`src/rtl/mmio_irq_pkg.sv`:
```
// mmio_irq_pkg
//   Shared definitions for the memory-mapped timer / interrupt source:
//   register offsets within the window, CTRL field positions, and the
//   packed CTRL register type with a helper that formats it for readback.
package mmio_irq_pkg;

    // Byte offsets of the five registers inside the window.
    localparam logic [4:0] OFF_CTRL   = 5'h00;
    localparam logic [4:0] OFF_LOAD   = 5'h04;
    localparam logic [4:0] OFF_COUNT  = 5'h08;
    localparam logic [4:0] OFF_STATUS = 5'h0C;
    localparam logic [4:0] OFF_SWINT  = 5'h10;

    // CTRL bit positions.
    localparam int unsigned CTRL_EN_BIT   = 0;
    localparam int unsigned CTRL_AUTO_BIT = 1;
    localparam int unsigned CTRL_SEL_LSB  = 8;

    localparam int unsigned NUM_IRQ = 8;

    typedef struct packed {
        logic [2:0] sel;
        logic       auto;
        logic       en;
    } ctrl_t;

    // Place the CTRL fields at their architectural bit positions.
    function automatic logic [31:0] ctrl_to_word(ctrl_t c);
        logic [31:0] w;
        w                      = '0;
        w[CTRL_EN_BIT]         = c.en;
        w[CTRL_AUTO_BIT]       = c.auto;
        w[CTRL_SEL_LSB +: 3]   = c.sel;
        return w;
    endfunction

endpackage

```
`src/rtl/mmio_irq_timer_if.sv`:
```
// mmio_irq_timer_if
//   Data-memory bus between the core and the timer block.
//   memwrite/dataadr/writedata : core -> timer write strobe, byte address, data
//   hit/readdata               : timer -> core address match and read data
//   master modport: core side; slave modport: timer side.
interface mmio_irq_timer_if;

    logic        memwrite;
    logic [31:0] dataadr;
    logic [31:0] writedata;
    logic        hit;
    logic [31:0] readdata;

    modport master (
        output memwrite,
        output dataadr,
        output writedata,
        input  hit,
        input  readdata
    );

    modport slave (
        input  memwrite,
        input  dataadr,
        input  writedata,
        output hit,
        output readdata
    );

endinterface

```
`src/rtl/irq_pulse_stretcher.sv`:
```
// irq_pulse_stretcher
//   Turns a single-cycle trigger into a PulseLen-cycle high output.
//   A trigger while the pulse is active restarts the count (no accumulation).
//   clk_i   : clock, posedge
//   rst_i   : asynchronous active-high reset
//   trig_i  : one-cycle trigger
//   pulse_o : high while the internal counter is nonzero
module irq_pulse_stretcher #(
    parameter int unsigned PulseLen = 5
) (
    input  logic clk_i,
    input  logic rst_i,
    input  logic trig_i,
    output logic pulse_o
);

    localparam logic [7:0] LenVal = 8'(PulseLen);

    logic [7:0] cnt_d, cnt_q;

    always_comb begin
        cnt_d = cnt_q;
        if (trig_i) begin
            cnt_d = LenVal;
        end else if (cnt_q != 8'd0) begin
            cnt_d = cnt_q - 8'd1;
        end
    end

    always_ff @(posedge clk_i or posedge rst_i) begin
        if (rst_i) begin
            cnt_q <= 8'd0;
        end else begin
            cnt_q <= cnt_d;
        end
    end

    assign pulse_o = (cnt_q != 8'd0);

endmodule

```
`src/rtl/mmio_irq_timer.sv`:
```
// mmio_irq_timer
//   Memory-mapped countdown timer and software interrupt source on the MIPS
//   data-memory write bus. Drives the core's interrupts[7:0] from the timer
//   pending flag (routed to line SEL) and per-line software pulses.
//   ph1        : sole clock, posedge
//   reset      : asynchronous active-high reset
//   bus        : slave side of the data-memory bus (write, address, read, hit)
//   interrupts : registered active-high interrupt lines to the core
//   Map: 0x00 CTRL{SEL[10:8],AUTO[1],EN[0]}, 0x04 LOAD, 0x08 COUNT (RO),
//        0x0C STATUS{PEND[0]} W1C, 0x10 SWINT[7:0] write-only.
module mmio_irq_timer
    import mmio_irq_pkg::*;
#(
    parameter logic [31:0] BASE_ADDR = 32'hFFFF0000,
    parameter int unsigned PULSE_LEN = 5,
    parameter int unsigned CNT_W     = 32
) (
    input  logic                   ph1,
    input  logic                   reset,
    mmio_irq_timer_if.slave        bus,
    output logic [NUM_IRQ-1:0]     interrupts
);

    localparam logic [CNT_W-1:0] CntOne = CNT_W'(1);

    // ------------------------------------------------------------------
    // Address decode
    // ------------------------------------------------------------------
    logic [4:0]  off;
    logic        hit;
    logic        wr;
    logic        wr_ctrl, wr_load, wr_status, wr_swint;
    logic [31:0] wd;

    assign off = bus.dataadr[4:0];
    assign wd  = bus.writedata;

    // Only the five aligned register slots match; 0x14-0x1C and misaligned
    // addresses fall outside the window.
    assign hit = (bus.dataadr[31:5] == BASE_ADDR[31:5]) &&
                 (off[1:0] == 2'b00) && (off <= OFF_SWINT);

    assign wr        = bus.memwrite & hit;
    assign wr_ctrl   = wr && (off == OFF_CTRL);
    assign wr_load   = wr && (off == OFF_LOAD);
    assign wr_status = wr && (off == OFF_STATUS);
    assign wr_swint  = wr && (off == OFF_SWINT);

    // ------------------------------------------------------------------
    // Register file and timer
    // ------------------------------------------------------------------
    ctrl_t              ctrl_d, ctrl_q;
    logic [CNT_W-1:0]   load_d, load_q;
    logic [CNT_W-1:0]   count_d, count_q;
    logic               pend_d, pend_q;
    logic               expire;

    always_comb begin
        ctrl_d  = ctrl_q;
        load_d  = load_q;
        count_d = count_q;
        expire  = 1'b0;

        // CTRL write never touches COUNT.
        if (wr_ctrl) begin
            ctrl_d.en   = wd[CTRL_EN_BIT];
            ctrl_d.auto = wd[CTRL_AUTO_BIT];
            ctrl_d.sel  = wd[CTRL_SEL_LSB +: 3];
        end

        if (wr_load) begin
            load_d  = wd[CNT_W-1:0];
            count_d = wd[CNT_W-1:0];
        end else if (ctrl_q.en && (count_q > CntOne)) begin
            count_d = count_q - CntOne;
        end else if (ctrl_q.en && (count_q == CntOne)) begin
            // Reloading on the COUNT==1 cycle gives a period of exactly LOAD.
            expire  = 1'b1;
            count_d = ctrl_q.auto ? load_q : '0;
            // A same-cycle CTRL write keeps the EN value software wrote.
            if (!ctrl_q.auto && !wr_ctrl) begin
                ctrl_d.en = 1'b0;
            end
        end
        // EN with COUNT==0 idles; LOAD=0 therefore never fires.
    end

    // Expiry beats a same-cycle write-1-to-clear.
    assign pend_d = expire | (pend_q & ~(wr_status & wd[0]));

    always_ff @(posedge ph1 or posedge reset) begin
        if (reset) begin
            ctrl_q  <= '0;
            load_q  <= '0;
            count_q <= '0;
            pend_q  <= 1'b0;
        end else begin
            ctrl_q  <= ctrl_d;
            load_q  <= load_d;
            count_q <= count_d;
            pend_q  <= pend_d;
        end
    end

    // ------------------------------------------------------------------
    // Software pulses
    // ------------------------------------------------------------------
    logic [NUM_IRQ-1:0] pulse;

    for (genvar i = 0; i < NUM_IRQ; i++) begin : g_pulse
        irq_pulse_stretcher #(
            .PulseLen (PULSE_LEN)
        ) u_stretch (
            .clk_i   (ph1),
            .rst_i   (reset),
            .trig_i  (wr_swint & wd[i]),
            .pulse_o (pulse[i])
        );
    end

    // ------------------------------------------------------------------
    // Interrupt output stage
    // ------------------------------------------------------------------
    logic [NUM_IRQ-1:0] interrupts_d, interrupts_q;

    always_comb begin
        interrupts_d = '0;
        for (int i = 0; i < NUM_IRQ; i++) begin
            interrupts_d[i] = (pend_q && (ctrl_q.sel == i[2:0])) || pulse[i];
        end
    end

    always_ff @(posedge ph1 or posedge reset) begin
        if (reset) begin
            interrupts_q <= '0;
        end else begin
            interrupts_q <= interrupts_d;
        end
    end

    assign interrupts = interrupts_q;

    // ------------------------------------------------------------------
    // Read mux (COUNT returns the pre-update value)
    // ------------------------------------------------------------------
    logic [31:0] rdata;

    always_comb begin
        rdata = '0;
        if (hit) begin
            case (off)
                OFF_CTRL:   rdata = ctrl_to_word(ctrl_q);
                OFF_LOAD:   rdata[CNT_W-1:0] = load_q;
                OFF_COUNT:  rdata[CNT_W-1:0] = count_q;
                OFF_STATUS: rdata[0] = pend_q;
                default:    rdata = '0;
            endcase
        end
    end

    assign bus.hit      = hit;
    assign bus.readdata = rdata;

endmodule
```
`src/flat_wrapper.sv`:
```
// flat-port wrapper written by rule: the top's interface ports become plain ports
module mmio_irq_timer_flat import mmio_irq_pkg::*;
#(
    parameter logic [31:0] BASE_ADDR = 32'hFFFF0000,
    parameter int unsigned PULSE_LEN = 5,
    parameter int unsigned CNT_W     = 32
)
  (ph1, reset, interrupts, bus_memwrite, bus_dataadr, bus_writedata, bus_hit, bus_readdata);
  mmio_irq_timer_if bus_i ();
  input  logic ph1;
  input  logic reset;
  output logic [NUM_IRQ-1:0] interrupts;
  input wire logic [$bits(bus_i.memwrite)-1:0] bus_memwrite;
  input wire logic [$bits(bus_i.dataadr)-1:0] bus_dataadr;
  input wire logic [$bits(bus_i.writedata)-1:0] bus_writedata;
  output wire logic [$bits(bus_i.hit)-1:0] bus_hit;
  output wire logic [$bits(bus_i.readdata)-1:0] bus_readdata;
  assign bus_i.memwrite = bus_memwrite;
  assign bus_i.dataadr = bus_dataadr;
  assign bus_i.writedata = bus_writedata;
  assign bus_hit = bus_i.hit;
  assign bus_readdata = bus_i.readdata;
  mmio_irq_timer #(.BASE_ADDR(BASE_ADDR), .PULSE_LEN(PULSE_LEN), .CNT_W(CNT_W)) u_core (.ph1(ph1), .reset(reset), .bus(bus_i), .interrupts(interrupts));
endmodule
```
`config.mk`:
```
export PLATFORM = sky130hd
export DESIGN_NAME = mmio_irq_timer_flat
export DESIGN_NICKNAME = d
export VERILOG_FILES = /design/src/rtl/mmio_irq_pkg.sv /design/src/rtl/mmio_irq_timer_if.sv /design/src/rtl/irq_pulse_stretcher.sv /design/src/rtl/mmio_irq_timer.sv /design/src/flat_wrapper.sv
export SDC_FILE = /design/constraint.sdc
export NUM_CORES = 1
export LEC_CHECK = 0
export CAP_MARGIN = 10
export CORE_MARGIN = 3
export CORE_UTILIZATION = 40
export CTS_CLUSTER_SIZE = 25
export DETAILED_ROUTE_END_ITERATION = 16
export SLEW_MARGIN = 20
export SYNTH_ARGS = -nofsm -noshare
export SYNTH_HDL_FRONTEND = slang
export SYNTH_SLANG_ARGS = --single-unit
```
`constraint.sdc`:
```
create_clock -name ph1 -period 8.7 [get_ports ph1]
set_input_delay 1.74 -clock ph1 [delete_from_list [all_inputs] [get_ports ph1]]
set_output_delay 1.74 -clock ph1 [all_outputs]
set_load 0.1 [all_outputs]
```
==> impl_metrics.toml, run 1 <==
[worst_setup_path]
start_kind = "primary input"
path_max_fanout = 27
cp_data_arrival_time_ps = 5040
end_kind = "output port"
cp.required_ps = 6960
r2r_start = "u_core.count_q[6]"
worst_r2r_path_depth = 7
worstReg2RegEnd = "u_core.count_q[24]"
timing.reg2reg.setup_slack_ps = 5210
crit_type = "primary input to output port"

[grt]
grt_pass1_vias = 6846
grt_max_degree = 79
grt_overflow_total = 0
antenna_found_initial = 0
track_usage_pct = 20.5
grt_pass1_wl_um = 36000

[sta]
finClkSkew_ps = 9.40
fmax_mhz = 148
fin_crit_ps = 6780
setup_viol = 0
timing.final.crit_share_pct = 77.9
worst_pin_slew_ps = 1030
maxSlewHeadroom_pct = 31.0
maxSlewViolCount = 0
finalHoldViolCount = 0
tns_ps = 0
rsz0062_at_grt = "no"

[route]
wire_per_inst_um = 17.1
post-route-drc-count = 0
drtAntennaViolNets = 0
via_per_inst = 5.56
firstDrtPassIters = 5
first_iter_violations = 370
wl_um = 21700
route.vias.total = 7052

[floorplanning]
rows = 51
fp.dieW_um = 147
core_area_sq_um = 19500
die_h_um = 147
die_area_sq_um = 21700
start_util_pct = 40.9
ios = 108

[yosys]
netlist_area_sq_um = 7980
ys_warn_count = 0
ys_seq_area_share_pct = 44.5
synth_edf_count = 0
ys_types = 69
netlist_instances = 909
avgSynthCellArea_sq_um = 8.78
dominantRegCellSynth = "dfrtp_1"
async_flop_share_pct = 100
synth_seq_cells = 142
synthesis.nets = 986

[clocking]
clkLatencyLatePin_ps = 430
cts-buffers-inserted = 17
clk_path_buf_depth = 2
ctsHoldBuffers = 0
postCtsSetupBuffers = 0
clk_pin_slew_worst_paths_ps = 60
clock-sinks = 142
htreeDepth = 4
root_buffer = "clkbuf_16"
cts_tree = "built"
cts_resized = 0

[power_and_ir_drop]
ir_drop_v = 0.000122
p_clk_share_pct = 50.9
p_per_area_nw_per_um2 = 149
p_total_mw = 1.46
combPwrFrac_pct = 3.9
p_switching_uw = 309
p_seq_share_pct = 45.3
swShare_pct = 21.2
p_int_mw = 1.15
p_leak_nw = 3.82

[layout]
area_delta_synth_final_pct = 22.7
fin_nets = 1070
instances_no_fill = 1269
drive_above_1_share_pct = 6.87
diodes = 0

[hold_path]
min_from = "u_core.load_q[27]"
min_to = "u_core.load_q[27]"
min_path_type = "register to register"
whs_path_depth = 2

[place]
gp_congestion = 0.820
dp.cells = 1238
dp_hpwl_um = 14700
numPortBuffers = 107

[outcome]
status = "completed"

[flow_run]
maxCapViolations = 0
[critical path: stages]
cell             delay [ps]
clkdlybuf4s50_1         390
nand4bb_1               180
nor4_1                  510
and3_1                  300
nand2_1                 140
a21o_2                  420
nor2_1                  190
clkdlybuf4s50_1        1150
[state kept, by name, indices dropped and copies added (netlist names)]
| signal | cells |
|---|---|
| u_core.load_q | 32 |
| u_core.g_pulse.u_stretch.cnt_q | 64 |
| u_core.interrupts | 8 |
| u_core.count_q | 32 |
| u_core.pend_q | 1 |
| u_core.ctrl_q | 5 |
[power groups by stage]
stage | Combinational, mW | Clock [mW] | Sequential [mW]
CTS | 0.0580 | 0.760 | 0.660
global placement | 0.0577 | 0 | 0.673
finish | 0.0563 | 0.743 | 0.661
floorplan | 0.0157 | 0 | 0.673
detailed placement | 0.0577 | 0 | 0.673
global route | 0.0618 | 0.789 | 0.660
[layer usage]
layer | vias up | global-route usage, % | share of wire, %
li1 | 3408 | - | -
met1 | 3409 | 29.5 | 48
met2 | 213 | 31.7 | 45
met3 | 22 | 4.35 | 5.8
met4 | 0 | 5.45 | 1.4
met5 | - | 0 | 0
[synthesized netlist by cell type (5+ instances only)]
| cell | number | share of area (%) |
|---|---|---|
| mux2i_1 | 5 | 0.63 |
| a21oi_1 | 38 | 2.4 |
| a22oi_1 | 31 | 2.9 |
| nand3_1 | 22 | 1.4 |
| buf_2 | 8 | 0.50 |
| nor3b_1 | 6 | 0.56 |
| dfrtp_1 | 142 | 45 |
| o21ai_0 | 30 | 1.9 |
| or2_2 | 5 | 0.39 |
| ha_1 | 10 | 1.6 |
| a311oi_1 | 17 | 1.9 |
| buf_6 | 8 | 1.1 |
| xnor2_1 | 33 | 3.6 |
| and3_1 | 8 | 0.63 |
| nand2_1 | 133 | 6.3 |
| nand4_1 | 13 | 1.0 |
| o2bb2ai_1 | 6 | 0.66 |
| o21ai_1 | 12 | 0.75 |
| or4_1 | 5 | 0.47 |
| xor2_1 | 11 | 1.2 |
| and2_1 | 10 | 0.78 |
| nor4_1 | 31 | 2.4 |
| nor2_1 | 135 | 6.3 |
| or3_1 | 11 | 0.86 |
| inv_1 | 25 | 1.2 |
| a211oi_1 | 8 | 0.75 |
| clkbuf_1 | 30 | 1.4 |
| nor3_1 | 26 | 1.6 |
| nand2b_1 | 12 | 0.94 |
[how the worst max path moves through the flow]
stage / from / to / slack [ps] / cells after the start
6_report: bus_dataadr[5] / bus_readdata[23] / 1920 / 8
5_1_grt: bus_dataadr[5] / bus_readdata[23] / 1550 / 8
4_1_cts: bus_dataadr[22] / bus_readdata[23] / 1700 / 8
3_5_place_dp: bus_dataadr[22] / bus_readdata[5] / 1700 / 8
3_3_place_gp: bus_dataadr[5] / bus_readdata[31] / 1830 / 8
2_1_floorplan: bus_dataadr[5] / bus_readdata[17] / 1620 / 8
[cells in the final DEF (no fill, tap or decap), types with 4 or more instances in the layout]
cell type / n
ha_1: 10
mux2i_1: 5
nor2_1: 135
nor4_1: 31
nand4_1: 13
a222oi_1: 4
xor2_1: 11
o21ai_0: 30
a21oi_1: 38
nor3b_1: 5
buf_4: 9
xnor2_1: 33
nand2_1: 133
and3_1: 8
a211oi_1: 8
a22oi_1: 31
inv_1: 24
o2bb2ai_1: 6
clkinv_2: 4
or4_1: 5
nor3_1: 26
clkdlybuf4s50_1: 107
or2_2: 5
a211o_1: 4
o21bai_1: 4
and2_1: 10
nand3_1: 22
mux2_2: 4
o21ai_1: 12
nand2b_1: 12
or3_1: 11
dfrtp_1: 142
a311oi_1: 17
clkbuf_16: 17
nand4b_1: 4
[per-stage QoR]
step                      hold WS (ps)  area [sq um]  worst slack (ps)  util [%]
after floorplan                    460          7980              1620         -
after global placement             481          9190              1830      47.0
after detailed placement           485          9190              1700      47.0
after CTS                          507          9780              1700      50.1
after global routing               521          9790              1550      50.1
final                              507          9790              1920      50.1
[kinds of logic after synthesis]
group	after synthesis	share of synthesized area [%]
buffers and inverters	76	4.55
and+or+nand+nor	445	27.3
muxes	10	1.47
adders and majority gates	10	1.57
DFF	142	44.5
AOI/OAI and AO/OA	182	15.7
xor gates and xnor gates	44	4.83
[final cells by class]
class	count	area, sq um
Inverter	25	98.8
Clock buffer	19	453
Sequential cell	142	3550
Multi-Input combinational cell	691	4070
Clock inverter	11	141
Tap cell	265	332
Timing Repair Buffer	116	1140
Fill cell	1885	9740
(Power assumes the default switching activity.)
==> run 2, diff against run 1 <==
clock period = 6.08 ns   (was 8.7 ns; I/O delays follow)
==> impl_metrics.toml, run 2 (synthesized netlist as in run 1, its figures left out) <==
[grt]
met3_usage_pct = 4.04
track_usage_pct = 20.6
antenna_found_initial = 0
use_met2_pct = 32.0
grt_max_degree = 107
top_usage_layer = "met2"
grt_util_met1_pct = 29.6
grt_overflow_total = 0
grt_pass1_vias = 6672
grt_pass1_wl_um = 35900

[worst_setup_path]
slowest_delay_ps = 590
crit_type = "primary input to output port"
r2r_start = "u_core.count_q[6]"
end_kind = "output port"
crit_path_top_delay_cell = "a21o_1"
worstPathCellList = "clkdlybuf4s50_1 > nand4bb_1 > nor4_1 > and3_1 > nand2_1 > a21o_1 > nor2_1 > buf_4"
cp.required_ps = 4860
start_kind = "primary input"
critPathLaunch = "bus_dataadr[5]"
path_max_fanout = 27
worst_r2r_path_depth = 7
cp_data_arrival_time_ps = 3950

[route]
wire_per_inst_um = 17.5
drtAntennaViolNets = 0
firstDrtPassIters = 5
post-route-drc-count = 0
wl_um = 22200
via_per_inst = 5.59
route.vias.total = 7112
first_iter_violations = 507

[sta]
worst_pin_slew_ps = 1090
maxSlewViolCount = 0
fmax_mhz = 193
timing.final.crit_share_pct = 85.0
tns_ps = 0
maxSlewHeadroom_pct = 27.3
rsz0062_at_grt = "no"
fin_crit_ps = 5170
setup_viol = 0
finClkSkew_ps = 6.68
finalHoldViolCount = 0

[layout]
layout_common_cells = "142 x dfrtp_1, 135 x nor2_1, 133 x nand2_1"
fillers = 1863
fin_nets = 1072
largest-register = "u_core.g_pulse.u_stretch.cnt_q"
post-route-util_pct = 51.1
drive_above_1_share_pct = 10.3
diodes = 0
area_delta_synth_final_pct = 24.9
final_common_cell = "dfrtp_1"
top_regs = "u_core.g_pulse.u_stretch.cnt_q x64, u_core.count_q x32, u_core.load_q x32"
largest_register_ffs = 64

[place]
dp_hpwl_um = 14800
gp_congestion = 0.825
numPortBuffers = 107

[floorplanning]
ios = 108
core_area_sq_um = 19500
fp.dieW_um = 147
start_util_pct = 40.9
die_h_um = 147
die_area_sq_um = 21700
rows = 51

[clocking]
root_buffer = "clkbuf_16"
htreeDepth = 4
cts-buffers-inserted = 17
cts_tree = "built"
cts_resized = 0
clk_pin_slew_worst_paths_ps = 60
clkLatencyLatePin_ps = 430
clk_path_buf_depth = 2
ctsHoldBuffers = 0
postCtsSetupBuffers = 0
clock-sinks = 142

[power_and_ir_drop]
p_leak_nw = 3.96
p_total_mw = 2.16
ir_drop_v = 0.000172
p_per_area_nw_per_um2 = 217

[outcome]
status = "completed"

[hold_path]
min_path_type = "register to register"
min_from = "u_core.load_q[29]"
whs_path_depth = 2

[flow_run]
maxCapViolations = 0
-- run 2: changes by cell type in the layout (fill, tap and decap cells not counted), sizes merged --
cell           change
clkbuf             -1
bufinv             +1
inv                +3
buf               +35
clkinvlp           -2
clkdlybuf4s50     -33
clkinv             +1
-- run 2: routing by layer --
metal	part of all wire, %	routed length (um)
met5	0	0
met4	1.4	306
met3	6.2	1380
met2	46	10200
met1	47	10300
-- run 2: power by group --
part	total [mW]	leakage, nW	switching (mW)	internal [mW]
sequential	0.945	1.72	0.000000176	0.945
clock	1.13	0.306	0.437	0.695
combinational	0.0837	1.94	0.0399	0.0438
total	2.16	3.96	0.477	1.68
-- run 2: cell type report --
type	count	area [sq um]	area share, %
clock inverter	14	206	2.07
tap	265	332	3.33
inverter	25	98.8	0.991
timing repair buffer	118	1280	12.8
clock buffer	18	429	4.30
sequential	142	3550	35.6
multi-input combinational	691	4070	40.8
-- run 2: metrics by stage --
step	hold slack (ps)	worst slack (ps)	cells	instance area (sq um)
floorplan	460	43.8	909	7980
global placement	479	1080	1240	9310
detailed placement	488	955	1240	9310
CTS	503	942	1272	9940
global route	530	697	1273	9970
finish	505	910	1273	9970
-- run 2: path summary, 6_finish.rpt --
check / to / slack (ps)
max in group asynchronous: u_core.count_q[21] / 4080
worst min-delay path: u_core.load_q[29] / 500
worst max register to register: u_core.count_q[0] / 2570
worst max-delay path: bus_readdata[24] / 910
min in group asynchronous: u_core.g_pulse[1].u_stretch.cnt_q[6] / 1170
worst min register to register: u_core.load_q[29] / 500
-- run 2: critical path: cells and delay by family --
family,cells,cell delay (ps)
buffers and inverters,2,710
AO/OA/AOI/OAI,1,590
AND/OR/NAND/NOR,5,1430
==> run 3, diff against run 2 <==
--- a/config.mk
+++ b/config.mk
@@ -8,8 +8,8 @@
 export CAP_MARGIN = 10
 export CORE_MARGIN = 3
-export CORE_UTILIZATION = 40
+export CORE_UTILIZATION = 45
 export CTS_CLUSTER_SIZE = 25
 export DETAILED_ROUTE_END_ITERATION = 16
-export SLEW_MARGIN = 20
+export PLACE_DENSITY = 0.7
 export SYNTH_ARGS = -nofsm -noshare
 export SYNTH_HDL_FRONTEND = slang
==> constraint.sdc (replaced) <==
create_clock -name ph1 -period 6.08 [get_ports ph1]
set_input_delay 1.824 -clock ph1 [delete_from_list [all_inputs] [get_ports ph1]]
set_output_delay 1.824 -clock ph1 [all_outputs]
set_load 0.1 [all_outputs]
==> impl_metrics.toml, run 3 (synthesized netlist as in run 1, its figures left out) <==
[outcome]
status = "completed"

[worst_setup_path]
timing.reg2reg.setup_slack_ps = 2330
worst_r2r_path_depth = 7
slowest_delay_ps = 390
worstPathCellList = "clkdlybuf4s50_1 > nand4bb_1 > nor4_2 > and3_4 > nand2_1 > a21o_2 > buf_12 > nor2_2 > buf_12"
end_kind = "output port"
worstReg2RegEnd = "u_core.count_q[24]"
cp.required_ps = 4260
path_max_fanout = 27
cp_data_arrival_time_ps = 4020
crit_type = "primary input to output port"
critPathBufInv = 3
start_kind = "primary input"
r2r_start = "u_core.count_q[6]"
crit_path_top_delay_cell = "clkdlybuf4s50_1"
crit_top_cell = "buf_12"
critPathTopFamily = "simple AND/OR/NAND/NOR gates"

[grt]
track_usage_pct = 22.0
grt_util_met1_pct = 30.3
use_met2_pct = 35.3
top_usage_layer = "met2"
grt_max_degree = 99
met3_usage_pct = 4.21
antenna_found_initial = 0
grt_pass1_wl_um = 34700
grt_pass1_vias = 6844
grt_overflow_total = 0

[layout]
diodes = 0
drive_above_1_share_pct = 13.4
top_regs = "u_core.g_pulse.u_stretch.cnt_q x64, u_core.count_q x32, u_core.load_q x32"
register_area_sq_um = 3550
area_delta_synth_final_pct = 29.1
largest_register_ffs = 64
multi_input_area_sq_um = 4250
fillers = 1487
layout_common_cells = "142 x dfrtp_1, 133 x nand2_1, 108 x nor2_1"
largest-register = "u_core.g_pulse.u_stretch.cnt_q"
fin_nets = 1077
post-route-util_pct = 59.4
final_common_cell = "dfrtp_1"

[floorplanning]
die_h_um = 139
rows = 48
die_area_sq_um = 19400
start_util_pct = 46.0
fp.dieW_um = 139
core_area_sq_um = 17400
ios = 108

[sta]
fin_crit_ps = 5850
maxSlewHeadroom_pct = 33.1
rsz0062_at_grt = "no"
maxSlewViolCount = 0
finClkSkew_ps = 11.0
timing.final.crit_share_pct = 96.2
tns_ps = 0
fmax_mhz = 171
setup_viol = 0
worst_pin_slew_ps = 1000
finalHoldViolCount = 0

[clocking]
clkLatencyLatePin_ps = 420
ctsHoldBuffers = 0
htreeDepth = 4
cts_resized = 0
cts-buffers-inserted = 17
root_buffer = "clkbuf_16"
postCtsSetupBuffers = 0
clk_path_buf_depth = 2
cts_tree = "built"
clock-sinks = 142
clk_pin_slew_worst_paths_ps = 50

[hold_path]
min_to = "u_core.load_q[31]"
min_from = "u_core.load_q[31]"
min_path_type = "register to register"
whs_path_depth = 2

[route]
wl_um = 21100
drtAntennaViolNets = 0
wire_per_inst_um = 17.1
post-route-drc-count = 0
firstDrtPassIters = 6
via_per_inst = 5.73
first_iter_violations = 534
route.vias.total = 7083

[power_and_ir_drop]
swShare_pct = 20.8
p_int_mw = 1.60
p_per_area_nw_per_um2 = 196
ir_drop_v = 0.000192
p_switching_uw = 420
p_clk_share_pct = 49.1
p_leak_nw = 4.01
p_seq_share_pct = 46.8
combPwrFrac_pct = 4.1

[flow_run]
maxCapViolations = 0

[place]
gp_congestion = 0.861
dp_hpwl_um = 14500
numPortBuffers = 107
-- run 3: cell count changes in the layout (fill, tap and decap cells not counted), moves of 7 or more --
cell / previous run / this run
buf_12: 15 / 36
nor2_1: 135 / 108
nor2_2: 1 / 8
nor2_4: 0 / 20
buf_4: 28 / 13
-- run 3: how the worst max path moves through the flow --
| stage | startpoint | endpoint | depth (start not counted) |
|---|---|---|---|
| 3_3_place_gp | bus_dataadr[5] | bus_readdata[28] | 9 |
| 3_5_place_dp | bus_dataadr[5] | bus_readdata[31] | 9 |
| 4_1_cts | bus_dataadr[5] | bus_readdata[31] | 9 |
| 2_1_floorplan | bus_dataadr[5] | bus_readdata[10] | 5 |
| 6_report | bus_dataadr[5] | bus_readdata[28] | 9 |
| 5_1_grt | bus_dataadr[6] | bus_readdata[3] | 9 |
-- run 3: power groups by stage --
stage                     logic [mW]  clock network, mW  registers [mW]
final                         0.0822              0.993           0.946
after global routing          0.0900               1.05           0.945
after CTS                     0.0840               1.01           0.945
after detailed placement      0.0836                  0           0.962
after global placement        0.0835                  0           0.962
after floorplan               0.0228                  0           0.963
-- run 3: final cells by class --
class	count	area share (%)
inverter	25	0.959
multi-input combinational	691	41.2
clock buffer	25	4.90
timing repair buffer	123	15.1
tap	225	2.73
clock inverter	6	0.558
sequential	142	34.5
-- run 3: worst register-to-register path: stages (launching register included) --
cell     delay (ps)
dfrtp_1         430
nor3_1          540
nand3_1         430
o41ai_4         780
buf_4           390
nand3_2         610
o21a_1          300
o21a_1          160
-- run 3: stage by stage --
step                cell area (sq um)  cells  setup WS [ps]  hold WS (ps)  total power, mW
floorplan                        8170    909          -36.8           460            0.985
global placement                 9740   1206            235           480             1.05
detailed placement               9740   1206            214           486             1.05
CTS                             10300   1237            200           499             2.04
global route                    10300   1237           58.5           522             2.08
finish                          10300   1237            233           496             2.02
-- run 3: per-layer routing --
| metal | vias up | wire length (um) |
|---|---|---|
| li1 | 3422 | - |
| met1 | 3439 | 9540 |
| met2 | 197 | 10200 |
| met3 | 25 | 1070 |
| met4 | 0 | 301 |
| met5 | - | 0 |
